[src/rtl/mc_control_if.sv]
// Control bundle between the multicycle sequencer and the MIPS datapath.
// The sequencer (master) reads the decoded opcode and datapath status and
// drives every mux select, write enable and memory request.
interface mc_control_if;
    logic [5:0] opcode;
    logic       zero;
    logic       mem_ready;
    logic       pc_en;
    logic       iord;
    logic       mem_read;
    logic       mem_write;
    logic       ir_write;
    logic       reg_write;
    logic       reg_dst;
    logic       mem_to_reg;
    logic       alu_src_a;
    logic [1:0] alu_src_b;
    logic [1:0] alu_op;
    logic [1:0] pc_source;
    logic [3:0] state;
    logic       illegal_op;

    modport master (
        input  opcode, zero, mem_ready,
        output pc_en, iord, mem_read, mem_write, ir_write, reg_write, reg_dst,
               mem_to_reg, alu_src_a, alu_src_b, alu_op, pc_source, state, illegal_op
    );

    modport slave (
        output opcode, zero, mem_ready,
        input  pc_en, iord, mem_read, mem_write, ir_write, reg_write, reg_dst,
               mem_to_reg, alu_src_a, alu_src_b, alu_op, pc_source, state, illegal_op
    );
endinterface

[src/rtl/mc_control.sv]
// Multicycle MIPS control sequencer: a Moore FSM stepping each instruction
// through fetch/decode/execute/memory/writeback and driving the datapath
// mux selects and enables. Memory states hold until mem_ready.
module mc_control #(
    parameter logic [3:0] RESET_STATE = 4'd0  // encoding of FETCH
) (
    input logic          clk,
    input logic          reset,
    mc_control_if.master bus
);

    localparam logic [5:0] OP_RTYPE = 6'h00;
    localparam logic [5:0] OP_LW    = 6'h23;
    localparam logic [5:0] OP_SW    = 6'h2B;
    localparam logic [5:0] OP_BEQ   = 6'h04;
    localparam logic [5:0] OP_BNE   = 6'h05;
    localparam logic [5:0] OP_J     = 6'h02;
    localparam logic [5:0] OP_ADDI  = 6'h08;

    typedef enum logic [3:0] {
        StFetch    = 4'd0,
        StDecode   = 4'd1,
        StMemAddr  = 4'd2,
        StMemRead  = 4'd3,
        StMemWb    = 4'd4,
        StMemWrite = 4'd5,
        StExecute  = 4'd6,
        StAluWb    = 4'd7,
        StBranch   = 4'd8,
        StJump     = 4'd9,
        StAddiEx   = 4'd10,
        StAddiWb   = 4'd11
    } state_t;

    state_t state_q, state_d;

    logic       pc_en_c, iord_c, mem_read_c, mem_write_c, ir_write_c, reg_write_c;
    logic       reg_dst_c, mem_to_reg_c, alu_src_a_c, illegal_op_c;
    logic [1:0] alu_src_b_c, alu_op_c, pc_source_c;

    // State register; synchronous reset returns to FETCH.
    always_ff @(posedge clk) begin
        if (reset) begin
            state_q <= state_t'(RESET_STATE);
        end else begin
            state_q <= state_d;
        end
    end

    // Next-state and Moore output decode (pc_en also looks at mem_ready/zero).
    always_comb begin
        state_d      = StFetch;
        pc_en_c      = 1'b0;
        iord_c       = 1'b0;
        mem_read_c   = 1'b0;
        mem_write_c  = 1'b0;
        ir_write_c   = 1'b0;
        reg_write_c  = 1'b0;
        reg_dst_c    = 1'b0;
        mem_to_reg_c = 1'b0;
        alu_src_a_c  = 1'b0;
        alu_src_b_c  = 2'd0;
        alu_op_c     = 2'b00;
        pc_source_c  = 2'd0;
        illegal_op_c = 1'b0;

        unique case (state_q)
            StFetch: begin
                // PC + 4 computed and loaded in the same cycle the word arrives.
                mem_read_c  = 1'b1;
                alu_src_b_c = 2'd1;
                ir_write_c  = bus.mem_ready;
                pc_en_c     = bus.mem_ready;
                state_d     = bus.mem_ready ? StDecode : StFetch;
            end
            StDecode: begin
                // Speculatively form the branch target into ALUOut.
                alu_src_b_c = 2'd3;
                if (bus.opcode == OP_LW || bus.opcode == OP_SW) begin
                    state_d = StMemAddr;
                end else if (bus.opcode == OP_RTYPE) begin
                    state_d = StExecute;
                end else if (bus.opcode == OP_BEQ || bus.opcode == OP_BNE) begin
                    state_d = StBranch;
                end else if (bus.opcode == OP_J) begin
                    state_d = StJump;
                end else if (bus.opcode == OP_ADDI) begin
                    state_d = StAddiEx;
                end else begin
                    illegal_op_c = 1'b1;
                    state_d      = StFetch;
                end
            end
            StMemAddr: begin
                alu_src_a_c = 1'b1;
                alu_src_b_c = 2'd2;
                if (bus.opcode == OP_LW) begin
                    state_d = StMemRead;
                end else if (bus.opcode == OP_SW) begin
                    state_d = StMemWrite;
                end else begin
                    state_d = StFetch;
                end
            end
            StMemRead: begin
                mem_read_c = 1'b1;
                iord_c     = 1'b1;
                state_d    = bus.mem_ready ? StMemWb : StMemRead;
            end
            StMemWb: begin
                reg_write_c  = 1'b1;
                mem_to_reg_c = 1'b1;
            end
            StMemWrite: begin
                mem_write_c = 1'b1;
                iord_c      = 1'b1;
                state_d     = bus.mem_ready ? StFetch : StMemWrite;
            end
            StExecute: begin
                alu_src_a_c = 1'b1;
                alu_op_c    = 2'b10;
                state_d     = StAluWb;
            end
            StAluWb: begin
                reg_write_c = 1'b1;
                reg_dst_c   = 1'b1;
            end
            StBranch: begin
                alu_src_a_c = 1'b1;
                alu_op_c    = 2'b01;
                pc_source_c = 2'd1;
                pc_en_c     = (bus.opcode == OP_BEQ) ? bus.zero : ~bus.zero;
            end
            StJump: begin
                pc_source_c = 2'd2;
                pc_en_c     = 1'b1;
            end
            StAddiEx: begin
                alu_src_a_c = 1'b1;
                alu_src_b_c = 2'd2;
                state_d     = StAddiWb;
            end
            StAddiWb: begin
                reg_write_c = 1'b1;
            end
            default: begin
                state_d = StFetch;
            end
        endcase
    end

    // Reset suppresses every side effect in the same cycle; selects stay decoded.
    assign bus.pc_en      = pc_en_c & ~reset;
    assign bus.ir_write   = ir_write_c & ~reset;
    assign bus.reg_write  = reg_write_c & ~reset;
    assign bus.mem_write  = mem_write_c & ~reset;
    assign bus.mem_read   = mem_read_c & ~reset;
    assign bus.illegal_op = illegal_op_c & ~reset;
    assign bus.iord       = iord_c;
    assign bus.reg_dst    = reg_dst_c;
    assign bus.mem_to_reg = mem_to_reg_c;
    assign bus.alu_src_a  = alu_src_a_c;
    assign bus.alu_src_b  = alu_src_b_c;
    assign bus.alu_op     = alu_op_c;
    assign bus.pc_source  = pc_source_c;
    assign bus.state      = state_q;

endmodule

[src/flat_wrapper.sv]
// flat-port wrapper written by rule: the top's interface ports become plain ports
module mc_control_flat 
#(
    parameter logic [3:0] RESET_STATE = 4'd0                      
)
  (clk, reset, bus_opcode, bus_zero, bus_mem_ready, bus_pc_en, bus_iord, bus_mem_read, bus_mem_write, bus_ir_write, bus_reg_write, bus_reg_dst, bus_mem_to_reg, bus_alu_src_a, bus_alu_src_b, bus_alu_op, bus_pc_source, bus_state, bus_illegal_op);
  mc_control_if bus_i ();
  input logic clk;
  input logic reset;
  input wire logic [$bits(bus_i.opcode)-1:0] bus_opcode;
  input wire logic [$bits(bus_i.zero)-1:0] bus_zero;
  input wire logic [$bits(bus_i.mem_ready)-1:0] bus_mem_ready;
  output wire logic [$bits(bus_i.pc_en)-1:0] bus_pc_en;
  output wire logic [$bits(bus_i.iord)-1:0] bus_iord;
  output wire logic [$bits(bus_i.mem_read)-1:0] bus_mem_read;
  output wire logic [$bits(bus_i.mem_write)-1:0] bus_mem_write;
  output wire logic [$bits(bus_i.ir_write)-1:0] bus_ir_write;
  output wire logic [$bits(bus_i.reg_write)-1:0] bus_reg_write;
  output wire logic [$bits(bus_i.reg_dst)-1:0] bus_reg_dst;
  output wire logic [$bits(bus_i.mem_to_reg)-1:0] bus_mem_to_reg;
  output wire logic [$bits(bus_i.alu_src_a)-1:0] bus_alu_src_a;
  output wire logic [$bits(bus_i.alu_src_b)-1:0] bus_alu_src_b;
  output wire logic [$bits(bus_i.alu_op)-1:0] bus_alu_op;
  output wire logic [$bits(bus_i.pc_source)-1:0] bus_pc_source;
  output wire logic [$bits(bus_i.state)-1:0] bus_state;
  output wire logic [$bits(bus_i.illegal_op)-1:0] bus_illegal_op;
  assign bus_i.opcode = bus_opcode;
  assign bus_i.zero = bus_zero;
  assign bus_i.mem_ready = bus_mem_ready;
  assign bus_pc_en = bus_i.pc_en;
  assign bus_iord = bus_i.iord;
  assign bus_mem_read = bus_i.mem_read;
  assign bus_mem_write = bus_i.mem_write;
  assign bus_ir_write = bus_i.ir_write;
  assign bus_reg_write = bus_i.reg_write;
  assign bus_reg_dst = bus_i.reg_dst;
  assign bus_mem_to_reg = bus_i.mem_to_reg;
  assign bus_alu_src_a = bus_i.alu_src_a;
  assign bus_alu_src_b = bus_i.alu_src_b;
  assign bus_alu_op = bus_i.alu_op;
  assign bus_pc_source = bus_i.pc_source;
  assign bus_state = bus_i.state;
  assign bus_illegal_op = bus_i.illegal_op;
  mc_control #(.RESET_STATE(RESET_STATE)) u_core (.clk(clk), .reset(reset), .bus(bus_i));
endmodule
[config.mk]
export PLATFORM = sky130hd
export DESIGN_NAME = mc_control_flat
export DESIGN_NICKNAME = d
export VERILOG_FILES = /design/src/rtl/mc_control_if.sv /design/src/rtl/mc_control.sv /design/src/flat_wrapper.sv
export SDC_FILE = /design/constraint.sdc
export NUM_CORES = 1
export LEC_CHECK = 0
export ABC_AREA = 1
export ABC_CLOCK_PERIOD_IN_PS = 1800
export BUFFER_PORTS_ARGS = -buffer_cell sky130_fd_sc_hd__buf_2
export CORE_MARGIN = 10
export CORE_UTILIZATION = 42
export CTS_CLUSTER_SIZE = 28
export DETAILED_ROUTE_END_ITERATION = 12
export MAX_ROUTING_LAYER = met4
export PLACE_DENSITY = 0.75
export SYNTH_ARGS = -nofsm -noshare
export SYNTH_HDL_FRONTEND = slang
export SYNTH_SLANG_ARGS = --single-unit
[constraint.sdc]
create_clock -name clk -period 1.8 [get_ports clk]
set_input_delay 0.18 -clock clk [delete_from_list [all_inputs] [get_ports clk]]
set_output_delay 0.18 -clock clk [all_outputs]
set_load 0.01 [all_outputs]
==> impl_metrics.env <==
export IMPL_synthCells=113
export IMPL_post_cts_buffers=0
export IMPL_synth_top_cell_area_share=0.172
export IMPL_p_leak_nw=0.479
export IMPL_rsz0062_at_grt="false"
export IMPL_start_util=0.442
export IMPL_peakVddDrop_mv=0.413
export IMPL_hp_class="input pin to flip-flop"
export IMPL_insertion_delay_ns=0.24
export IMPL_fp_dieH_um=56.8
export IMPL_synth_area_leaders="nor2_1 17%, nand2_1 15%, dfxtp_1 14%"
export IMPL_synth_area_per_cell_um2=5.03
export IMPL_drive_above_1_share=0.333
export IMPL_tritoncts="built"
export IMPL_cp_required_ns=1.62
export IMPL_antenna_found_initial=0
export IMPL_mappedNetlistArea_um2=568
export IMPL_grt_overflow=0
export IMPL_end_kind="output pin"
export IMPL_drv_slew=0
export IMPL_cts_num_sinks=4
export IMPL_finalClockSkew_ns=0.00594
export IMPL_dp_hpwl_um=1460
export IMPL_gp_congestion=0.906
export IMPL_tightest_slew_ns=0.202
export IMPL_post_drt_wl_per_cell_um=10.7
export IMPL_finalCritPeriodShare=0.850
export IMPL_drtPass1Iterations=4
export IMPL_drtAntennaViolNets=0
export IMPL_largest_register_ffs=4
export IMPL_route_met3_wl_um=179
export IMPL_grt_max_degree=11
export IMPL_crit_type="flip-flop to output pin"
export IMPL_portBuffers=29
export IMPL_timing_rr_start="u_core.bus.state[3]"
export IMPL_fin_tns_setup_ns=0
export IMPL_cts_hold_buf=0
export IMPL_setup_slack_ns=0.270
export IMPL_yosys_warnings=0
export IMPL_yosysTopAreaCell="nor2_1"
export IMPL_grtUsageTotal=0.104
export IMPL_root_buffer="clkbuf_4"
export IMPL_path_max_fanout=5
export IMPL_cp_arrival_ns=1.35
export IMPL_final_nets=156
export IMPL_crit_start="u_core.bus.state[0]"
export IMPL_maxCapViolations=0
export IMPL_startpoint_type="flip-flop"
export IMPL_drt_iter0_markers=20
export IMPL_syn_nets=123
export IMPL_grt_pass1_wl_um=2820
export IMPL_core_mm2=0.00128
export IMPL_fmax_mhz=654
export IMPL_hold_start="reset"
export IMPL_max_slew_margin_rel=0.865
export IMPL_min_period_ns=1.53
export IMPL_placed_cells=156
export IMPL_drt_total_wl_um=1710
export IMPL_die_w_um=56.8
export IMPL_via_per_inst=4.86
export IMPL_io_pins=30
export IMPL_n_fill_cell=139
export IMPL_r2r_setup_slack_ns=0.68
export IMPL_diodes=0
export IMPL_via_count=773
export IMPL_utilization=0.584
export IMPL_area_growth_pct=32.2
export IMPL_h_tree_depth=1
export IMPL_clk_pin_slew_worst_paths_ns=0.03
export IMPL_status="finished, final reports clean"
export IMPL_route_top_layer_used="met3"
export IMPL_rows=13
export IMPL_die_area_mm2=0.00322
export IMPL_power_density_mw_per_mm2=381
export IMPL_grt_pass1_vias=704
export IMPL_wl_met1_um=775
export IMPL_final_cells=159
export IMPL_wl_met2_um=754
export IMPL_synth_cell_types=15
export IMPL_total_power_mw=0.286
export IMPL_ctsResizeCount=0
export IMPL_pre_cts_slack_ns=0.541
export IMPL_ys_seq_area_frac=0.141
export IMPL_setup_viol=0
export IMPL_clock_path_buffers=2
export IMPL_ys_ff_latch=4
export IMPL_drcViolationCount=0
export IMPL_hold_viol=0
export IMPL_numCtsBuffers=3
==> critical path, stage by stage (launching register included) <==
cell and delay (ns):
dfxtp_1 0.39, nand2_2 0.13, nor2_4 0.16, nand3_1 0.09, nor3_1 0.18, buf_2 0.16
==> cells in the final DEF (no fill, tap or decap) <==
cell	synthesis	layout
dfxtp_1	4	4
nor2_4	2	2
nor2_2	5	5
a21oi_1	4	4
clkbuf_4	0	3
nand3_1	16	16
nand2_2	4	4
inv_1	18	18
inv_2	4	4
o21ai_0	2	2
nor3_1	1	1
buf_2	0	29
nand4_1	2	2
nand2_1	23	23
nand2_4	1	1
nor2_1	26	26
==> cell type report <==
type                    instances  area, µm²  area share
multi-input cells              86        402       0.535
inverters                      22       82.6       0.110
repair buffers                 29        145       0.193
well taps                      15       18.8      0.0250
clock buffers                   3       22.5      0.0300
flip-flops and latches          4       80.1       0.107
==> kinds of logic after synthesis <==
family          after synthesis  share of synthesized area
compound gates                6                     0.0529
buf+inv                      23                      0.152
flops                         4                      0.141
simple gates                 80                      0.654
==> power by group <==
| part | switching (mW) | leakage, nW | internal, mW |
|---|---|---|---|
| logic | 0.0517 | 0.433 | 0.0295 |
| registers | 0.00216 | 0.0325 | 0.0909 |
| clock network | 0.0369 | 0.0138 | 0.0746 |
| total | 0.0907 | 0.479 | 0.195 |
==> metrics by stage <==
stage / hold slack (ns) / area, µm²
floorplan: 0.413 / 568
global placement: 0.493 / 728
detailed placement: 0.492 / 728
CTS: 0.249 / 751
global route: 0.256 / 751
finish: 0.251 / 751
==> cell usage after synthesis <==
master	number
o21ai_0	2
nor2_4	2
inv_1	18
nand2_2	4
nand2_4	1
inv_2	4
nand2_1	23
nand3_1	16
nor3_1	1
buf_1	1
a21oi_1	4
dfxtp_1	4
nor2_2	5
nor2_1	26
nand4_1	2
==> layer usage <==
layer | vias up | global-route usage
met5 | - | -
met4 | 0 | 0.0201
met3 | 0 | 0.0494
met2 | 33 | 0.168
met1 | 330 | 0.114
li1 | 410 | -
==> worst paths after layout <==
| path | endpoint | cells after the start |
|---|---|---|
| hold reg to reg | u_core.bus.state[3] | 4 |
| hold / removal | u_core.bus.state[1] | 2 |
| setup reg to reg | u_core.bus.state[0] | 7 |
| setup / recovery | bus_illegal_op | 5 |
Note: power is estimated with default switching activity, not from simulation.
